### src/rtl/boton_eventos.sv
// rtl/boton_eventos.sv - classifies debounced button presses into short, long and auto-repeat pulses
// Starts in LOCK so a button already down at reset never produces an event.
module boton_eventos #(
  parameter int LONG_COUNT   = 10,
  parameter int REPEAT_COUNT = 4
) (
  input  logic       clk,
  input  logic       reset,
  input  logic       boton_in,
  output logic       short_pulse,
  output logic       long_pulse,
  output logic       repeat_pulse,
  output logic       held,
  output logic [1:0] estado
);

  localparam int MAX_LR = (LONG_COUNT > REPEAT_COUNT) ? LONG_COUNT : REPEAT_COUNT;
  localparam int MAX_C  = (MAX_LR > 2) ? MAX_LR : 2;
  localparam int CW     = $clog2(MAX_C) + 1;

  localparam logic [CW-1:0] LONG_LAST = CW'(LONG_COUNT - 1);
  localparam logic [CW-1:0] REP_LAST  = CW'((REPEAT_COUNT == 0) ? 0 : REPEAT_COUNT - 1);

  typedef enum logic [1:0] {
    LOCK  = 2'd0,
    IDLE  = 2'd1,
    PRESS = 2'd2,
    HOLD  = 2'd3
  } state_t;

  state_t        state;
  logic [CW-1:0] cnt;

  assign estado = state;

  always_ff @(posedge clk) begin
    if (reset) begin
      state        <= LOCK;
      cnt          <= '0;
      short_pulse  <= 1'b0;
      long_pulse   <= 1'b0;
      repeat_pulse <= 1'b0;
      held         <= 1'b0;
    end else begin
      short_pulse  <= 1'b0;
      long_pulse   <= 1'b0;
      repeat_pulse <= 1'b0;
      case (state)
        LOCK: begin
          held <= 1'b0;
          cnt  <= '0;
          if (!boton_in) state <= IDLE;
        end
        IDLE: begin
          cnt <= '0;
          if (boton_in) begin
            state <= PRESS;
            held  <= 1'b1;
          end
        end
        PRESS: begin
          if (boton_in) begin
            if (cnt == LONG_LAST) begin
              long_pulse <= 1'b1;
              state      <= HOLD;
              cnt        <= '0;
            end else begin
              cnt <= cnt + 1'b1;
            end
          end else begin
            short_pulse <= 1'b1;
            held        <= 1'b0;
            state       <= IDLE;
            cnt         <= '0;
          end
        end
        HOLD: begin
          if (boton_in) begin
            // With repeat disabled the counter parks at zero for the whole hold.
            if (REPEAT_COUNT == 0) begin
              cnt <= '0;
            end else if (cnt == REP_LAST) begin
              repeat_pulse <= 1'b1;
              cnt          <= '0;
            end else begin
              cnt <= cnt + 1'b1;
            end
          end else begin
            held  <= 1'b0;
            state <= IDLE;
            cnt   <= '0;
          end
        end
        default: begin
          state <= LOCK;
          cnt   <= '0;
          held  <= 1'b0;
        end
      endcase
    end
  end

endmodule

### config.mk
export PLATFORM = sky130hd
export DESIGN_NAME = boton_eventos
export DESIGN_NICKNAME = d
export VERILOG_FILES = /design/src/rtl/boton_eventos.sv
export SDC_FILE = /design/constraint.sdc
export NUM_CORES = 1
export LEC_CHECK = 0
export ABC_AREA = 0
export BUFFER_PORTS_ARGS = -buffer_cell sky130_fd_sc_hd__buf_2
export CAP_MARGIN = 25
export CORE_AREA = 2 2 39 41
export DETAILED_ROUTE_END_ITERATION = 7
export DIE_AREA = 0 0 41 43
export PLACE_DENSITY_LB_ADDON = 0.12
export SLEW_MARGIN = 5
export SYNTH_ARGS = -nofsm -noshare
export SYNTH_HDL_FRONTEND = slang
export SYNTH_SLANG_ARGS = --single-unit
export TNS_END_PERCENT = 5
### constraint.sdc
create_clock -name clk -period 2.19 [get_ports clk]
set_input_delay 0.438 -clock clk [delete_from_list [all_inputs] [get_ports clk]]
set_output_delay 0.438 -clock clk [all_outputs]
set_load 0.005 [all_outputs]
==> summary by stage, run 1 <==
Status
The flow ran to the end, and the final reports show no timing, DRC or antenna violations.

Final layout
The total number of nets in the final design is 75. From synthesis to final layout, the design area changed by 15.07%. The total inserted antenna cells is 0.

The finished cells cover 659.4 um2. The share of cells above drive strength 1 is 24.62%.

Global routing
The global-route wire length before repair is 1628 um. Summed over all layers, the global routing overflow is 0. The global routing met1 resource utilization is ~18%.

Global routing consumed, on the met2 layer, between 10% and 20% of the routing resources. The largest net degree at the start of global routing is 8. The overall global routing resource usage is 14.73%. The number of antenna violations at the first check in global routing is 0.

The met3 track demand over resource in global routing is 6.283%. The layer flagged by global routing as most heavily used is met2. The number of global-route vias before repair is 372.

Timing
The summed negative setup slack over all endpoints is 0 ns. Counting I/O delays and the setup requirement, the final critical path takes 1.692 ns. Setup repair after global routing left no endpoint under its margin. The count of pins over their slew limit is 0. The minimum setup slack in the final design is approximately 0.5 ns. The post-route clock period utilization is 77.25%.

The slew at the pin closest to its max-slew limit is approximately 0.27 ns. The final-report setup violation count is 0. Derived from the worst setup path, the maximum achievable clock frequency is about 590 MHz.

The tightest hold path in the finished design has a slack of slightly above 0.4 ns. The max-slew headroom at the worst pin is 81.81%. The count of final hold-check violations is 0. The worst clock skew is around 0.0013 ns.

Critical path
The library cell contributing the largest single delay on the critical path is sky130_fd_sc_hd__dfxtp_1. The critical path capture point is estado[1]$_SDFFE_PP0P_. The worst setup path is launched from a flop. The critical path goes through inv_1, ha_1, mux2_1, a31o_1, mux2_4. STA classifies the critical path endpoint as a flop.

The endpoint identified for the worst register-to-register timing path is estado[1]$_SDFFE_PP0P_. The worst register-to-register path has a setup slack of 0.50 ns. The depth of the worst register-to-register path is 5. The critical path required time is 2.36 ns. For this run, the slowest stage of the critical path takes ~0.4 ns. In this run the worst path has a maximum fanout of 5. The worst register-to-register path begins at estado[0]$_SDFFE_PP0P_.

The worst path arrival time is around 1.9 ns. The critical path starts at estado[0]$_SDFFE_PP0P_. The path type of the worst setup path is reg -> reg.

Pwr
The static leakage power is 0.2762 nW. The peak ir drop on the vdd network is 0.4330 mV. After layout, the design draws a total of 0.6291 mW. The power per cell area is 954.0 nW/um2.

Routing
Detailed routing inserted a total of between 400 and 500 vias. The number of design rule violations left after detail routing is 0. For this run, the detailed router's first-pass iteration total came to 3. The vias per cell is 5.000. The detailed-route wire length per cell is 11.21 um.

After the first detailed-routing iteration, the DRC count stood at 4. The wire length after detailed routing is 908 um. The post-detailed-route count of antenna-violating nets is 0.

Synthesis
Yosys instantiated no cell more often than sky130_fd_sc_hd__dfxtp_1. Synthesis produced a netlist with a net count of 62. The cell accounting for the most synthesized area is sky130_fd_sc_hd__dfxtp_1.

The cell count after synthesis came out at 53. The flip-flop and latch count after synthesis is 11. Counting instances in the post-synthesis netlist gives the leading cell types as 11 x sky130_fd_sc_hd__dfxtp_1, 7 x sky130_fd_sc_hd__nor3_1, 6 x sky130_fd_sc_hd__ha_1.

Among all flip-flop cells after synthesis, the most frequent one is sky130_fd_sc_hd__dfxtp_1. The post-synthesis cell type count is 22. The share of the Yosys chip area taken by registers is 38.43%. The share of synthesized area in the top cell type comes to 38.43%. Of all flip-flops after synthesis, the portion carrying an async set or reset was 0%. The cell area that synthesis handed to floorplanning was around 570 um2.

The average cell area after synthesis is between 10 and 15 um2. By area the synthesized netlist is led by sky130_fd_sc_hd__dfxtp_1 38%, sky130_fd_sc_hd__ha_1 13%, sky130_fd_sc_hd__nor3_1 6.1%, sky130_fd_sc_hd__mux2_4 5.2%, sky130_fd_sc_hd__nand4bb_4 4.8%. The number of flops mapped to enable cells by yosys is 0.

The Yosys step of the flow raised 0 warnings.

CTS
The level count of the clock H-tree is 1. The source-to-sink clock delay at the later pin of the worst-skew pair is around 0.28 ns. The cell at the root of the clock tree is sky130_fd_sc_hd__clkbuf_4. The longest clock path from root to sink contains 2 buffers. Buffers inserted to repair hold after CTS numbered 0.

The number of cells upsized or downsized after cts is 0. TritonCTS built the clock tree. Clock-pin slew was measured on the worst setup and hold paths at about 0.070 ns.

The number of buffers created by CTS is 3. The setup fix buffers added after clock tree synthesis is 0. Counting every sink on the clock net gives 11.

Floorplanning
The floorplan step defined a die boundary enclosing approximately 1800 um2. The horizontal extent of the die is 41 um. The initial utilization of the core area, before any placement, comes to 41.41%. The number of standard-cell rows in the floorplan is 14.

The height of the chip is 43 um. The floorplan step defined a core boundary enclosing 1384 um2. The number of I/O pins is 9.

Placement
At the end of routability-driven placement, the weighted congestion stood at 0.7591. The worst slack at placement is 0.4963 ns. Buffers placed on the I/O ports in this run total 8. The placement-stage cell area is 633.1 um2. Detailed placement ended at an HPWL of 660.6 um.

Flow run
The max-cap violation count is 0.

Hold path
Counting instances, the worst hold path has a depth of 2. The kind of path behind the tightest hold check is in -> reg.
[cell type report]
| cell class | instances | area [um2] |
|---|---|---|
| Clock buffer | 4 | 26.28 |
| Fill cell | 137 | 724.4 |
| Inverter | 3 | 11.26 |
| Multi-Input combinational cell | 39 | 341.6 |
| Sequential cell | 11 | 220.2 |
| Tap cell | 16 | 20.02 |
| Timing Repair Buffer | 8 | 40.04 |
[worst max-delay path, delay by kind of cell, from the launching register on]
family                   cells  cell delay [ns]
multiplexers                 2             0.59
flip-flops                   1             0.40
adder cells (fa/ha/maj)      1             0.30
AO/OA/AOI/OAI                1             0.22
buffers and inverters        1             0.08
[how the worst min path moves through the flow]
stage / from / endpoint / slack [ns]
3_5_place_dp: held$_SDFFE_PP0P_ / held$_SDFFE_PP0P_ / 0.47
5_1_grt: reset / short_pulse$_SDFF_PP0_ / 0.42
4_1_cts: reset / held$_SDFFE_PP0P_ / 0.41
6_report: reset / held$_SDFFE_PP0P_ / 0.42
2_1_floorplan: held$_SDFFE_PP0P_ / held$_SDFFE_PP0P_ / 0.46
3_3_place_gp: held$_SDFFE_PP0P_ / held$_SDFFE_PP0P_ / 0.45
[per-layer routing]
metal	wire length, um	share of wire [%]
met4	36	4.0
met5	0	0
met2	379	42
met1	455	50
met3	37	4.1
[power by group]
part	internal, mW	switching (mW)
sequential	0.223	0.0220
combinational	0.129	0.111
clock	0.0708	0.0733
total	0.423	0.206
[placed cells by master (no fill, tap or decap), drive strengths merged]
cell     count
ha           6
inv          3
nor3         7
mux2         3
and4b        1
nand3        3
dfxtp       11
o21ai        1
clkbuf       4
nand2b       1
buf          8
and2b        1
a22oi        1
o21a         1
or4b         1
and4         1
nor2b        2
a31o         1
nor2         4
xor2         2
a21oi        1
xnor2        1
nand4bb      1
[cells by family (layout without fill, tap and decap cells)]
logic type / Yosys count / after routing / synth area share, %
AND/OR/NAND/NOR: 22 / 22 / 26.42
flip-flops: 11 / 11 / 38.43
adder cells (fa/ha/maj): 6 / 6 / 13.10
AO/OA/AOI/OAI: 5 / 5 / 8.296
XOR/XNOR: 3 / 3 / 4.586
multiplexers: 3 / 3 / 7.205
buffers and inverters: 3 / 15 / 1.965
[metrics by stage]
stage	cells	util, %
6_report	81	47.65
5_1_grt	81	47.65
4_1_cts	81	47.65
3_5_place_dp	77	45.75
3_3_place_gp	77	45.75
2_1_floorplan	53	-
[state kept, by name, summed over array words and instances, names as in the netlist]
signal / flops
repeat_pulse: 1
short_pulse: 1
estado: 2
held: 1
cnt: 5
long_pulse: 1
No activity file was read; power rests on OpenSTA's default activity.
==> run 2: changes to the inputs <==
==> constraint.sdc (replaced) <==
create_clock -name clk -period 1.5 [get_ports clk]
set_input_delay 0.3 -clock clk [delete_from_list [all_inputs] [get_ports clk]]
set_output_delay 0.3 -clock clk [all_outputs]
set_load 0.005 [all_outputs]
==> summary by stage, run 2 (same netlist as run 1, synthesis figures left out) <==
Timing
Setup violations remaining at the end of the flow were counted as 0. At the pin with the least slew margin, the transition time is 0.2538 ns. Setup total negative slack on the finished layout was measured at 0 ns. In this run the tightest slew margin relative to its limit is 83.06%. The count of final hold-check violations is 0. The clock period could shrink to 1.488 ns. The post-route clock period utilization is 99.23%. The count of pins over their slew limit is 0. Setup repair after global routing could not meet its margin everywhere.

For this run, the top clock speed supported by timing is 671.8 MHz. The worst clock skew is 0.003386 ns.

Final layout
The most frequent standard cell in the layout excluding fill and tap cells is sky130_fd_sc_hd__dfxtp_1. The number of flip-flops in the largest register is 5. In the layout the commonest cells are 9 x sky130_fd_sc_hd__dfxtp_1, 8 x sky130_fd_sc_hd__buf_2, 7 x sky130_fd_sc_hd__nor3_1, 7 x sky130_fd_sc_hd__buf_4. Ranked by flip-flop count, first place goes to cnt. Once layout is done, the placed cells without fillers occupy 740.7 um2. The post-route netlist has 40.28% of its cells at a drive strength greater than 1. After the last flow step, the layout net total stands at 82. The layout has roughly 140 filler cells.

The post-layout instance count excluding filler cells is 88. The growth of design area from synthesis to finish is 29.26%. The total inserted antenna cells is 0.

Pwr
The internal portion of the total power is 0.7350 mW. In this run switching power makes up 30.76% of total power. The share of power burned in combinational logic is 46.1%. Sequential cells burn a little over a third of the power. The peak ir drop on the vdd network is 0.6589 mV. The completed layout was analyzed and its total power is 1.061 mW. For this design the static power due to leakage is 0.3159 nW.

The switching power summed over all nets is approximately 0.33 mW. In this run the power density over the cells is 1433 nW/um2. The clock network burns 18.5% of the power.

Placement
Counting tap cells, the placed design contains a total of between 80 and 90 instances. Summing all placed instances gives a cell area of 711.9 um2. The count of input and output buffers is 8.

The placed wire-length estimate is between 700 and 800 um. The global placer's final weighted congestion is 0.6549.

Status
The run finished with clean final reports.

Global routing
For this run the aggregate overflow at the end of global routing stands at 0. The number of global-route vias before repair is ~400. The number of antenna violations at the first check in global routing is 0. The global-route wire length before repair is 1607 um. Entering global routing, the biggest net connects 8 pins.

Across every metal layer, demand over resource in global routing totals 14.11%.

Critical path
The number of buffers and inverters on the critical path is 1. For the worst setup path, the data required time is 1.66 ns. The capturing element type of the critical path is a flop. The peak per-stage delay on the critical path is ~0.37 ns. The critical path goes through inv_4, ha_4, mux2_4, a31o_1, mux2_4. Broken down by cell family, the worst path's largest delay share belongs to multiplexers. The library cell contributing the largest single delay on the critical path is sky130_fd_sc_hd__dfxtp_4. The setup path with the least slack is of type reg -> reg.

The top fanout value on the critical path is 3. Among the stages of the critical path, the cell type that occurs most often is sky130_fd_sc_hd__mux2_4. The worst path arrival time is about 1.6 ns. The nature of the critical path startpoint is a flop.

Floorplanning
The die is 43 um tall. 9 I/O pins were placed. The number of standard-cell rows in the floorplan is 14. The die footprint is around 1800 um2.

For this configuration, the core starts out at a cell density of between 40 and 50%. The core region is about 1400 um2. The horizontal extent of the die is 41 um.

Routing
The final route contains 442 vias. The pre-antenna-repair detailed-routing pass consisted of 2 iterations. The wire length after detailed routing is 1008 um.

For this block, the initial DRC count from the detailed router was 3. For this run, design rule violations remaining after detail routing come to 0. In the final routed layout, each cell accounts on average for 11.45 um. Using the TritonRoute via totals, the vias-per-cell ratio works out to 5.023. The detail route stage leaves a number of antenna-violating nets equal to 0.

CTS
The cell sitting at the root of the clock tree is a sky130_fd_sc_hd__clkbuf_4. The number of setup buffers added after CTS is 0. At the later pin of the worst-skew pair, clock insertion delay measures about 0.26 ns. Clock tree synthesis inserted a total of 3 buffers. CTS built an H-tree with a depth of 1. The clock tree from TritonCTS is yes.

The buffer depth of the longest clock path is 2. Clock-pin slew was measured on the worst setup and hold paths at 0.07 ns. The number of sinks on the clock net is 11.

Hold path
The kind of path behind the tightest hold check is in -> reg.

Flow run
The max-cap violation count is 0.
## run 2: cell types whose count changed in the layout (fill, tap and decap cells not counted)
| cell | delta |
|---|---|
| sky130_fd_sc_hd__inv_1 | -1 |
| sky130_fd_sc_hd__ha_2 | +1 |
| sky130_fd_sc_hd__ha_1 | -2 |
| sky130_fd_sc_hd__mux2_4 | +1 |
| sky130_fd_sc_hd__ha_4 | +1 |
| sky130_fd_sc_hd__buf_4 | +7 |
| sky130_fd_sc_hd__dfxtp_1 | -2 |
| sky130_fd_sc_hd__dfxtp_4 | +2 |
| sky130_fd_sc_hd__inv_4 | +1 |
| sky130_fd_sc_hd__mux2_1 | -1 |
## run 2: worst paths after layout
| kind | from | to | slack, ns | depth (start not counted) |
|---|---|---|---|---|
| setup / recovery | estado[0]$_SDFFE_PP0P_ | estado[0]$_SDFFE_PP0P_ | 0.01 | 5 |
| hold / removal | reset | short_pulse$_SDFF_PP0_ | 0.28 | 2 |
| setup reg to reg | estado[0]$_SDFFE_PP0P_ | estado[0]$_SDFFE_PP0P_ | 0.01 | 5 |
| hold reg to reg | held$_SDFFE_PP0P_ | held$_SDFFE_PP0P_ | 0.48 | 2 |
## run 2: layout make-up
type	instances	area, um2	share of cell area (%)
Timing Repair Buffer	15	92.59	12.50
Clock buffer	4	26.28	3.547
Sequential cell	11	227.7	30.74
Inverter	3	13.76	1.858
Multi-Input combinational cell	39	360.3	48.65
Tap cell	16	20.02	2.703
## run 2: per-layer routing
metal | vias to the layer above | track usage (%) | wire length, um
met3 | 2 | 3.141 | 34
met2 | 7 | 22.19 | 506
met1 | 205 | 15.64 | 463
met5 | - | 0 | 0
met4 | 0 | 10.00 | 5
li1 | 228 | - | -
## run 2: power groups by stage
stage / registers (mW) / logic [mW] / clock network, mW
2_1_floorplan: 0.391 / 0.322 / 0
3_3_place_gp: 0.381 / 0.498 / 0
3_5_place_dp: 0.381 / 0.496 / 0
4_1_cts: 0.377 / 0.500 / 0.208
5_1_grt: 0.380 / 0.542 / 0.223
6_report: 0.376 / 0.489 / 0.197
## run 2: what timing repair did
item | 4_1_cts | 5_1_grt
hold buffers | 0 | 0
endpoints found under the setup margin | 2 | 2
pin swaps | 1 | 0
gates resized for setup | 1 | 0
## run 2: metrics by stage
stage                     hold slack [ns]  utilization (%)  worst slack [ns]
after detailed placement           0.4711            51.45         -0.004909
after CTS                          0.2764            53.53          0.004248
final                              0.2836            53.53           0.01153
after global routing               0.2777            53.53          -0.01141
after floorplan                    0.3691                -           0.01046
after global placement             0.4665            51.45       -0.00005518
==> run 3: changes to the inputs <==
--- a/config.mk
+++ b/config.mk
@@ -12,6 +12,7 @@
 export DETAILED_ROUTE_END_ITERATION = 7
 export DIE_AREA = 0 0 41 43
 export PLACE_DENSITY_LB_ADDON = 0.12
+export SETUP_SLACK_MARGIN = 0.02
 export SLEW_MARGIN = 5
 export SYNTH_ARGS = -nofsm -noshare
 export SYNTH_HDL_FRONTEND = slang
==> summary by stage, run 3 (same netlist as run 1, synthesis figures left out) <==
Status
The flow ran to the end, and the final reports show no timing, DRC or antenna violations.

Routing
Before antenna repair, the detailed router went through 4 iterations. The detailed-route wire length per cell is 12.01 um. The wire length after detailed routing is between 1000 and 1500 um.

The first routing iteration left 3 violations. Once detail routing completed, the nets flagged for antenna violations numbered 0. The number of design rule violations left after detail routing is 0. The routed layout has 451 vias. Dividing the detail-routed via count by the number of cells gives 5.125.

Final layout
The total number of nets in the final design is slightly above 80. Measured on the finished design, the core utilization comes to 54.43%. From synthesis to final layout, the design area changed by 31.44%. The register with the most flip-flops in the final layout is cnt. The register with the most flip-flops in the layout has 5 of them. 0 antenna diodes ended up in the layout. In the final layout, the multi-input gates occupy 371.6 um2.

The share of cells above drive strength 1 is 45.83%. Summing all flip-flop and latch instances after layout gives ~230 um2. The count of fill cells added during filler insertion is 138. The finished layout holds 88 standard cells, fillers aside. In the layout the commonest cells are 8 x sky130_fd_sc_hd__dfxtp_1, 8 x sky130_fd_sc_hd__buf_2, 7 x sky130_fd_sc_hd__nor3_1, 7 x sky130_fd_sc_hd__buf_4, 4 x sky130_fd_sc_hd__nor2_1.

Global routing
The global-route wire length before repair is 1766 um. The residual overflow from global routing is 0. Entering global routing, the biggest net connects 8 pins.

The overall global routing resource usage is between 10% and 20%. The number of antenna violations at the first check in global routing came to 0. The number of global-route vias before repair is 453.

Critical path
On the worst path, the slowest cell contributes a delay of 0.37 ns. Of all nets on the critical path, the largest fanout is 4. The critical path's most frequent cell is sky130_fd_sc_hd__mux2_4. On the critical path, the stage with the largest delay is an instance of sky130_fd_sc_hd__dfxtp_4.

The worst path arrival time is about 1.6 ns. The capturing element type of the critical path is a flop. The register-to-register path setup slack is approximately 0.015 ns. The path type of the worst setup path is reg -> reg. In this run the worst setup path begins at estado[0]$_SDFFE_PP0P_. At the worst endpoint, the required time is about 1.7 ns. The critical path goes through inv_4, ha_4, mux2_4, a31o_4, mux2_4. The startpoint identified for the worst register-to-register timing path is estado[0]$_SDFFE_PP0P_. The worst setup path is launched from a flop.

Pwr
The power per cell area is 1480 nW/um2. The final total power is 1.115 mW. Across the VDD grid, the largest voltage drop is 0.5286 mV. The analysis attributes to cell leakage a power of 0.3179 nW.

Timing
Measured against its own limit, the worst slew margin works out to between 80 and 90%. The minimum clock period after layout is 1.485 ns. The count of pins over their slew limit is 0. Timing would allow up to ~670 MHz.

The final critical path takes up 99.00% of the cycle. The count of final hold-check violations is 0. Setup repair after global routing could not meet its margin everywhere. The final-report setup violation count is 0. The minimum setup slack in the final design is 0.01498 ns.

Setup total negative slack on the finished layout was measured at 0 ns. At the pin with the least slew margin, the transition time is 0.2798 ns. Across the routed clock network, the largest skew measured is about 0.0015 ns.

CTS
Counting the buffers created by CTS gives 3. No sink is reached through more buffers than the 2 on the longest clock path. In this run the number of H-tree levels came out at 1.

The cell at the root of the clock tree is sky130_fd_sc_hd__clkbuf_4. For the worst-skew pair, the clock arrives at the later sink with an insertion delay of 0.27 ns. The clock drives 11 sinks. After clock tree synthesis, the clock-pin slew on the worst setup and hold paths is 0.07 ns. TritonCTS built the clock tree.

Floorplanning
The number of I/O pins is 9. The number of standard-cell rows in the floorplan is 14. The horizontal extent of the die is 41 um.

The height of the chip is about 43 um. The initial standard-cell utilization of the core is 41.41%. The die footprint is 1763 um2. The area of the core region is 1384 um2.

Placement
The number of placed cells counting well taps is 81. Timing analysis after detailed placement gives a worst setup slack of ~0.0019 ns. Once detailed placement completed, the half-perimeter wirelength came to 783.2 um. The count of input and output buffers is 8.

The global placer's final weighted congestion is 0.6606.

Flow run
The tool flagged a number of max-cap violations equal to 0.

Hold path
The beginning of the worst hold path is reset. The kind of path behind the tightest hold check is in -> reg.
run 3: critical path, delay by kind of cell (launching register included):
kind	cells	cell delay (ns)
muxes	2	0.55
DFF	1	0.37
AOI/OAI and AO/OA	1	0.22
adders and majority gates	1	0.20
buffers and inverters	1	0.04
run 3: report_power, final:
| part | switching [mW] | internal [mW] | total, mW |
|---|---|---|---|
| logic | 0.205 | 0.329 | 0.533 |
| registers | 0.0411 | 0.342 | 0.383 |
| clock network | 0.0960 | 0.103 | 0.199 |
| total | 0.342 | 0.773 | 1.12 |
run 3: path summary, 6_finish.rpt:
kind                            endpoint  cells past startpoint
setup / recovery  estado[1]$_SDFFE_PP0P_                      5
hold / removal         held$_SDFFE_PP0P_                      2
setup reg to reg  estado[1]$_SDFFE_PP0P_                      5
hold reg to reg        cnt[0]$_SDFF_PP0_                      1
run 3: timing repair:
item	in CTS	in global routing
pin swaps	0	1
buffers inserted	2	1
endpoints found under the setup margin	2	6
gates resized for setup	0	4
hold buffers	0	0
run 3: metal layers:
layer	wire, um	vias to the layer above	GRT usage [%]
met5	0	-	0
met4	16	0	6.000
met3	61	5	6.283
met2	551	10	25.94
met1	428	210	14.38
li1	-	226	-
run 3: metrics by stage:
step | hold WS (ns) | cell area, um2
finish | 0.2755 | 753.2
global route | 0.2728 | 753.2
CTS | 0.2710 | 733.2
detailed placement | 0.4677 | 691.9
global placement | 0.4674 | 691.9
floorplan | 0.3691 | 601.8
run 3: area by class of cell:
class | instances | share of cell area (%)
tap | 16 | 2.658
inverter | 3 | 1.827
timing repair buffer | 15 | 12.29
sequential | 11 | 30.40
clock buffer | 4 | 3.488
multi-input combinational | 39 | 49.34
